`config.mk`:
```
export PLATFORM = sky130hd
export DESIGN_NAME = alu_cmd_sequencer
export DESIGN_NICKNAME = d
export VERILOG_FILES = /design/src/rtl/alu_cmd_sequencer.sv
export SDC_FILE = /design/constraint.sdc
export NUM_CORES = 1
export LEC_CHECK = 0
export CAP_MARGIN = 20
export CORE_MARGIN = 8
export CORE_UTILIZATION = 46
export DETAILED_ROUTE_END_ITERATION = 8
export GPL_ROUTABILITY_DRIVEN = 1
export PLACE_DENSITY = 0.86
export SLEW_MARGIN = 20
export SYNTH_ARGS = -nofsm -noshare
export SYNTH_HDL_FRONTEND = slang
export SYNTH_SLANG_ARGS = --single-unit
```
`constraint.sdc`:
```
create_clock -name clk -period 1.8 [get_ports clk]
set_input_delay 0.36 -clock clk [delete_from_list [all_inputs] [get_ports clk]]
set_output_delay 0.36 -clock clk [all_outputs]
set_load 0.01 [all_outputs]
```
`src/rtl/alu_cmd_sequencer.sv`:
```
// Byte-serial command sequencer driving a combinational 8-bit ALU: collects opcode/A/B, holds operands,
// samples alu_f after EXEC_CYCLES, returns it over valid/ready. Define ALU_SEQ_FLAGS_EN to add result flags.
module alu_cmd_sequencer #(
   parameter int WIDTH       = 8,
   parameter int EXEC_CYCLES = 1
) (
   input  logic             clk,
   input  logic             rst_n,
   input  logic [WIDTH-1:0] in_data,
   input  logic             in_valid,
   output logic             in_ready,
   output logic [WIDTH-1:0] alu_a,
   output logic [WIDTH-1:0] alu_b,
   output logic [1:0]       alu_s,
   output logic             alu_s2,
   input  logic [WIDTH-1:0] alu_f,
   output logic [WIDTH-1:0] out_data,
   output logic             out_valid,
`ifdef ALU_SEQ_FLAGS_EN
   output logic [1:0]       flags,
`endif
   input  logic             out_ready
);

   typedef enum logic [2:0] {
      S_IDLE,
      S_GET_A,
      S_GET_B,
      S_EXEC,
      S_RESP
   } state_e;

   localparam int               CNT_W    = 4;
   localparam logic [CNT_W-1:0] CNT_LOAD = CNT_W'(EXEC_CYCLES - 1);

   state_e             state_q, state_d;
   logic [WIDTH-1:0]   a_q, a_d;
   logic [WIDTH-1:0]   b_q, b_d;
   logic [1:0]         s_q, s_d;
   logic               s2_q, s2_d;
   logic [WIDTH-1:0]   acc_q, acc_d;
   logic [WIDTH-1:0]   res_q, res_d;
   logic               valid_q, valid_d;
   logic [CNT_W-1:0]   cnt_q, cnt_d;
   logic               accept;
`ifdef ALU_SEQ_FLAGS_EN
   logic [1:0]         flags_q, flags_d;
`endif

   // Ready depends on state alone so the producer never sees a combinational loop through in_valid.
   assign in_ready = (state_q == S_IDLE) || (state_q == S_GET_A) || (state_q == S_GET_B);
   assign accept   = in_valid && in_ready;

   // NOTE: every _d gets its hold value before the case, so no path leaves a signal unassigned (no latches).
   always_comb begin
      state_d = state_q;
      a_d     = a_q;
      b_d     = b_q;
      s_d     = s_q;
      s2_d    = s2_q;
      acc_d   = acc_q;
      res_d   = res_q;
      valid_d = valid_q;
      cnt_d   = cnt_q;
`ifdef ALU_SEQ_FLAGS_EN
      flags_d = flags_q;
`endif
      case (state_q)
         S_IDLE: begin
            if (accept) begin
               s_d  = in_data[1:0];
               s2_d = in_data[2];
               if (in_data[7]) begin
                  a_d     = acc_q;
                  state_d = S_GET_B;
               end else begin
                  state_d = S_GET_A;
               end
            end
         end
         S_GET_A: begin
            if (accept) begin
               a_d     = in_data;
               state_d = S_GET_B;
            end
         end
         S_GET_B: begin
            if (accept) begin
               b_d     = in_data;
               cnt_d   = CNT_LOAD;
               state_d = S_EXEC;
            end
         end
         S_EXEC: begin
            if (cnt_q != '0) begin
               cnt_d = cnt_q - 1'b1;
            end else begin
               res_d   = alu_f;
               acc_d   = alu_f;
               valid_d = 1'b1;
`ifdef ALU_SEQ_FLAGS_EN
               flags_d = {^alu_f, (alu_f == '0)};
`endif
               state_d = S_RESP;
            end
         end
         S_RESP: begin
            if (out_ready) begin
               valid_d = 1'b0;
               state_d = S_IDLE;
            end
         end
         default: state_d = S_IDLE;
      endcase
   end

   // NOTE: state registers use non-blocking assignments so every flop samples pre-edge values.
   always_ff @(posedge clk or negedge rst_n) begin
      if (!rst_n) begin
         state_q <= S_IDLE;
         a_q     <= '0;
         b_q     <= '0;
         s_q     <= '0;
         s2_q    <= 1'b0;
         acc_q   <= '0;
         res_q   <= '0;
         valid_q <= 1'b0;
         cnt_q   <= '0;
`ifdef ALU_SEQ_FLAGS_EN
         flags_q <= '0;
`endif
      end else begin
         state_q <= state_d;
         a_q     <= a_d;
         b_q     <= b_d;
         s_q     <= s_d;
         s2_q    <= s2_d;
         acc_q   <= acc_d;
         res_q   <= res_d;
         valid_q <= valid_d;
         cnt_q   <= cnt_d;
`ifdef ALU_SEQ_FLAGS_EN
         flags_q <= flags_d;
`endif
      end
   end

   assign alu_a     = a_q;
   assign alu_b     = b_q;
   assign alu_s     = s_q;
   assign alu_s2    = s2_q;
   assign out_data  = res_q;
   assign out_valid = valid_q;
`ifdef ALU_SEQ_FLAGS_EN
   assign flags     = flags_q;
`endif

endmodule

```
Yosys cells after proc, flatten, opt, wreduce, memory -nomap -nowiden
Index checks and enable logic that the tools add are counted.

word-level totals
  register bits = 35
  input bits = 20
  output and inout port bits = 29
  logic and storage cells = 53

cells by class
  add/subtract/negate cells = 1
  equality and inequality tests = 11
  mux-type cells = 17
  bitwise gates (word level) = 1
  reduce and logical (&&, ||, !) cells = 15

operators with widths
  kind                   number
  $mux W8                3
  $pmux W8 S2            1
  $mux W3                5
  $pmux W3 S5            1
  $ne A2 B2 Y1 const B   7
  $mux W4                2
  $pmux W4 S2            1
  $eq A3 B2 Y1 const B   2
  $reduce_and A2 Y1      3
  $reduce_and A3 Y1      2
  $reduce_bool A2 Y1     3
  $reduce_and A5 Y1      1
  $reduce_and A4 Y1      1
  $reduce_bool A4 Y1     1
  $sub A4 B1 Y4 const B  1
  $eq A3 B1 Y1 const B   1
  $eq A3 B3 Y1 const B   1
  $logic_not A3 Y1       1
  $logic_or A1 B1 Y1     2
  $mux W1                2
  $mux W2                1
  $pmux W1 S2            1
  $logic_and A1 B1 Y1    1
  $not A1 Y1             1

Logic depth before layout (Yosys ltp)
Gate-level depths: netlist of the first run.

  word-level depth = 6
  depth in mapped cells = 5
  mapped depth without buffers = 5

Least setup slack after synthesis of the first run
Ideal clock, no wire load.

  path kind = flip-flop to flip-flop
  start point = register cnt_q[0]
  end point = register res_q[0] (netlist: out_data[0])
  data arrival time = 1.372 ns
  data required time = 1.675 ns
  path slack = 0.303 ns
  stages on the path, launching flop included = 6
  buffers on the path = 0
  clock period less this slack = 1.497 ns
  path through = dfrtp_1 > inv_1 > ha_1 > and4bb_2 > nand2_2 > mux2_2

between the ends
  longest elaborated chain between the ends = 3

ends and longest elaborated chain
  item                         line  text
  start, declared              44    logic [CNT_W-1:0] cnt_q, cnt_d;
  start signal, assigned       141   cnt_q <= cnt_d;
  $reduce_bool A4 Y1           95    if (cnt_q != '0) begin
  $not A1 Y1 (no line)         -
  $reduce_and A2 Y1 (no line)  -
  end signal, assigned         139   res_q <= res_d;
  end, declared                42    logic [WIDTH-1:0] res_q, res_d;

No other way between the ends.
A chain may end at the register's enable or synchronous reset.

Worst setup path in the final report of the first run
  start point = register cnt_q[0]
  end point = register res_q[2] (netlist: out_data[2])

The elaborated chain is that of the path after synthesis.

==> results of run 1 <==
-- registers in the layout (all words and copies together) (netlist names) --
| name | flops |
|---|---|
| alu_a | 8 |
| state_q | 3 |
| alu_b | 8 |
| alu_s | 2 |
| out_data | 8 |
| cnt_q | 4 |
| out_valid | 1 |
| alu_s2 | 1 |
-- cell families (layout without fill, tap and decap cells) --
group / after synthesis / after routing / share of synthesized area
DFF: 35 / 35 / 0.558
and+or+nand+nor: 26 / 26 / 0.133
muxes: 20 / 20 / 0.143
buffers and inverters: 9 / 73 / 0.0319
AOI/OAI and AO/OA: 23 / 23 / 0.126
adders and majority gates: 1 / 1 / 0.00797
-- how the worst max path moves through the flow --
| stage | start | end | slack [ns] |
|---|---|---|---|
| after global placement | in_valid | alu_a[0] | 0.04 |
| after detailed placement | in_valid | alu_a[1] | -0.03 |
| after floorplan | cnt_q[0] | out_data[0] | 0.30 |
| after CTS | cnt_q[0] | out_data[2] | 0.1 |
| after global routing | cnt_q[0] | out_data[4] | 0.02 |
| final | cnt_q[0] | out_data[2] | 0.09 |
-- power by group through the flow --
stage | Combinational [mW] | Sequential [mW] | Clock [mW]
after floorplan | 0.932 | 1.57 | 0
after global placement | 1.99 | 1.46 | 0
after detailed placement | 2.07 | 1.49 | 0
after CTS | 2.14 | 1.44 | 0.514
after global routing | 2.27 | 1.49 | 0.544
final | 2.11 | 1.44 | 0.502
-- worst reg2reg max path, delay by kind of cell (launching register included) --
kind,cells,cell delay (ns)
simple gates,2,0.49
flops,1,0.42
fa+ha+maj,1,0.23
buf+inv,1,0.06
mux,1,0.38
-- cells in the final DEF (no fill, tap or decap), drive strengths merged --
master	n
clkbuf	8
o21ai	4
nor4	1
buf	11
mux2i	1
dlygate4sd2	1
nor3b	1
nand2b	9
nor2b	2
o41ai	2
and4bb	2
o31ai	2
nor3	1
dfrtp	35
o32ai	1
a311oi	1
a21oi	1
nand3b	1
nor2	2
o21ba	1
clkdlybuf4s50	47
mux2	19
nor4b	1
inv	6
o31a	1
o221a	8
ha	1
o22ai	1
nand2	5
a211oi	1
or4	1
-- area by class of cell --
type / instances / area [um^2]
multi-input cells: 70 / 643
repair buffers: 59 / 574
clock buffers: 8 / 68.8
flip-flops and latches: 35 / 878
fillers: 279 / 1070
well taps: 46 / 57.6
inverters: 6 / 22.5
-- routing by layer --
layer | global-route usage | vias to the layer above | part of all wire
met3 | 0.0876 | 8 | 0.088
met4 | 0.0717 | 0 | 0.021
met5 | 0 | - | 0
met2 | 0.271 | 34 | 0.51
li1 | - | 550 | -
met1 | 0.165 | 603 | 0.38
-- what timing repair did --
action | CTS | global route
buffers inserted | 2 | 0
endpoints found under the setup margin | 1 | 0
resized for setup | 3 | 0
-- per-stage QoR --
stage	total power, mW	instance area, um^2	TNS (ns)	hold WS [ns]
2_1_floorplan	2.50	1570	0	0.0644
3_3_place_gp	3.45	2160	0	0.476
3_5_place_dp	3.56	2160	-0.190	0.499
4_1_cts	4.10	2240	0	0.413
5_1_grt	4.31	2240	0	0.429
6_report	4.05	2240	0	0.415
==> impl_metrics.tcl, run 1 <==
set metrics [dict create \
    critPathMaxStageDelay_ns 0.42 \
    rows 21 \
    ys.flop_type "dfrtp_1" \
    fin_skew_ns 0.0170 \
    clkSlewWorstSetupHoldPaths_ns 0.12 \
    max-vdd-ir-drop_uv 1150 \
    crit_fanout 10 \
    r2r_end "out_data[2]" \
    ant_nets 0 \
    synth_largest_area_cell "dfrtp_1" \
    grt_pass1_vias 1346 \
    rsz0062_at_grt "false" \
    max_slew_margin 0.703 \
    h-tree-depth 2 \
    antenna_found_initial 0 \
    min_path_type "in2async" \
    start_util 0.474 \
    post_synth_num_cell_types 30 \
    cts_root_buf "clkbuf_4" \
    cts_buffer_depth 2 \
    coreArea_mm2 0.00331 \
    clock_latency_ns 0.35 \
    finalWorstSetupSlack_ns 0.0944 \
    crit_path_end_kind "register" \
    max_freq_ghz 0.586 \
    num_vias 1195 \
    r2r_slack_ns 0.09 \
    grt_max_degree 36 \
    first_pass_iters 4 \
    min_period_ns 1.71 \
    swShare 0.349 \
    cts_tree "yes" \
    numClockSinks 35 \
    grt_overflow 0 \
    synth_async_sr_flop_share 1.00 \
    holdBufCountCts 0 \
    pwr-share-seq 0.355 \
    drive_gt1_frac 0.309 \
    vias_per_cell 5.33 \
    synth_nets 135 \
    crit_cells 5 \
    cap_viol_max_count 0 \
    numCtsBuffers 5 \
    path_cells "inv_1 -> ha_1 -> and4bb_2 -> nand2_2 -> mux2_2" \
    syn-cell-area_mm2 0.00157 \
    power_leakage_nw 0.910 \
    fin_util 0.678 \
    p_per_area_mw_per_mm2 1810 \
    grt_pass1_wl_um 6580 \
    post-place-ws_ns -0.0290 \
    pwr-share-comb 0.521 \
    arrival_ns 1.94 \
    synth_top_cell_area_share 0.558 \
    grt_usage 0.163 \
    ys_seq_area_frac 0.558 \
    dp_cells 214 \
    drc 0 \
    final_cells 224 \
    rr_startpoint "cnt_q[0]" \
    drt_iter0_markers 42 \
    slew_viol_final 0 \
    hold_viol_final 0 \
    period_share 0.948 \
    p_clk_frac 0.124 \
    synth_seq_cells 35 \
    wl_per_cell_um 18.1 \
    rr_worst_depth 5 \
    setup_viol 0 \
    synth_area_leaders "dfrtp_1 56%, mux2_2 14%, o221a_2 5.7%" \
    outcome "finished, final reports clean" \
    crit_buf_inv 1 \
    wirelength_um 4060 \
    ioPinCount 49 \
    n_antenna_cell 0 \
    crit_type "reg2reg" \
    fin_nets 198 \
    synth-edff-count 0 \
    avgSynthCellArea_um2 13.8 \
    syn_inst 114 \
    area_growth_syn_to_layout_pct 43.1 \
    startpoint_type "register" \
    ys_top_cells_by_count "35 x dfrtp_1, 19 x mux2_2, 9 x nand2b_1" \
    dieWidth_um 74.4 \
    hpwlAfterDp_um 3050 \
    synth_warnings 0 \
    synth.most_common_cell "dfrtp_1" \
    worstMarginPinSlew_ns 0.446 \
    p_sw_mw 1.42 \
    p_int_mw 2.64 \
    dieArea_mm2 0.00554 \
    slowest_stage "dfrtp_1" \
    critPathTopFamily "simple AND/OR/NAND/NOR gates" \
    io_buffers 48 \
    crit_required_ns 2.03 \
    gp_congestion 0.782 \
    die_h_um 74.4 \
]
Power figures use the tool's default switching activity.
==> inputs of run 2 (changes only) <==
Settings changed: PLACE_DENSITY 0.86 to unset, PLACE_DENSITY_LB_ADDON set to 0.3.
==> impl_metrics.tcl, run 2 (synthesized netlist as in run 1, its figures left out) <==
set metrics [dict create \
    outcome "finished, final reports clean" \
    grt_pass1_wl_um 6330 \
    critPathTopFamily "buffers and inverters" \
    arrival_ns 1.32 \
    ioPinCount 49 \
    hpwlAfterDp_um 2830 \
    coreArea_mm2 0.00331 \
    max_slew_margin 0.716 \
    crit_type "reg2out" \
    cts_root_buf "clkbuf_4" \
    die_h_um 74.4 \
    start_util 0.474 \
    pwr-share-comb 0.496 \
    crit_path_end_kind "primary output" \
    vias_per_cell 5.28 \
    critPathMaxStageDelay_ns 0.57 \
    numCtsBuffers 5 \
    slew_viol_final 0 \
    post-place-ws_ns -0.0351 \
    setup_viol 0 \
    p_sw_mw 1.41 \
    final_cells 224 \
    min_period_ns 1.68 \
    area_growth_syn_to_layout_pct 45.6 \
    period_share 0.933 \
    rsz0062_at_grt "false" \
    finalWorstSetupSlack_ns 0.120 \
    max_freq_ghz 0.595 \
    grt_overflow 0 \
    power_leakage_nw 0.933 \
    r2r_slack_ns 0.16 \
    crit_fanout 3 \
    fillers 284 \
    dieWidth_um 74.4 \
    p_per_area_mw_per_mm2 1860 \
    wl_per_cell_um 17.3 \
    cts_buffer_depth 2 \
    max-vdd-ir-drop_uv 864 \
    crit_buf_inv 1 \
    setup_tns_ns 0 \
    fin_nets 198 \
    gp_congestion 0.792 \
    grt_usage 0.152 \
    p_clk_frac 0.166 \
    first_pass_iters 4 \
    layout_commonest_cell "clkdlybuf4s50_1" \
    grt_pass1_vias 1316 \
    placed_cell_area_mm2 0.00216 \
    pwr-share-seq 0.338 \
    rows 21 \
    drt_iter0_markers 68 \
    clock_latency_ns 0.35 \
    p_int_mw 2.84 \
    dieArea_mm2 0.00554 \
    path_cells "clkdlybuf4s50_1" \
    grt_max_degree 36 \
    drive_gt1_frac 0.309 \
    io_buffers 48 \
    crit_required_ns 1.44 \
    cap_viol_max_count 0 \
    numClockSinks 35 \
    min_path_type "in2async" \
    clkSlewWorstSetupHoldPaths_ns 0.12 \
    n_antenna_cell 0 \
    fin_skew_ns 0.0137 \
    wirelength_um 3870 \
    slowest_stage "clkdlybuf4s50_1" \
    worstMarginPinSlew_ns 0.425 \
    hold_viol_final 0 \
    final_cell_mix "47 x clkdlybuf4s50_1, 34 x dfrtp_1, 19 x mux2_2, 10 x buf_4, 9 x nand2b_1" \
    h-tree-depth 2 \
    ant_nets 0 \
    drc 0 \
    swShare 0.332 \
    num_vias 1183 \
    startpoint_type "register" \
    stdcell_area_mm2 0.00228 \
    dp_cells 214 \
    cts_tree "yes" \
    totalPowerFinal_mw 4.26 \
    antenna_found_initial 0 \
]
-- run 2: layout make-up --
| cell class | instances | area (um^2) | area share |
|---|---|---|---|
| inverter | 6 | 22.5 | 0.00986 |
| sequential | 35 | 877 | 0.384 |
| clock inverter | 3 | 67.6 | 0.0296 |
| clock buffer | 5 | 37.5 | 0.0164 |
| timing repair buffer | 59 | 574 | 0.251 |
| multi-input combinational | 70 | 648 | 0.284 |
| tap | 46 | 57.6 | 0.0252 |
-- run 2: worst paths after layout --
| check | end | depth (start not counted) | from |
|---|---|---|---|
| max reg2reg | out_data[6] | 5 | cnt_q[0] |
| max | out_data[3] | 1 | out_data[3] |
| max in group asynchronous | state_q[1] | 2 | rst_n |
| min in group clk | alu_b[6] | 1 | alu_b[6] |
| min reg2reg | alu_b[6] | 1 | alu_b[6] |
| min | state_q[0] | 2 | rst_n |
-- run 2: repair_timing --
action                                  CTS  global route
buffers inserted                          2             0
resized for setup                         2             1
endpoints found under the setup margin    1             3
hold buffers                              0             0
-- run 2: routing by layer --
metal | GRT usage | wire, um
met5 | 0 | 0
met4 | 0.0565 | 29
met3 | 0.0499 | 242
met2 | 0.264 | 2100
met1 | 0.168 | 1500
-- run 2: power by group through the flow --
stage                     sequential [mW]  clock, mW  combinational [mW]
final                                1.44      0.707                2.11
after global placement               1.46          0                2.00
after CTS                            1.44      0.722                2.13
after detailed placement             1.47          0                2.07
after floorplan                      1.57          0               0.932
after global routing                 1.49      0.755                2.28
-- run 2: stage by stage --
stage                      util  hold slack [ns]
after detailed placement  0.652            0.496
final                     0.690            0.411
after CTS                 0.689            0.424
after global placement    0.652            0.478
after global routing      0.690            0.444
after floorplan               -           0.0644
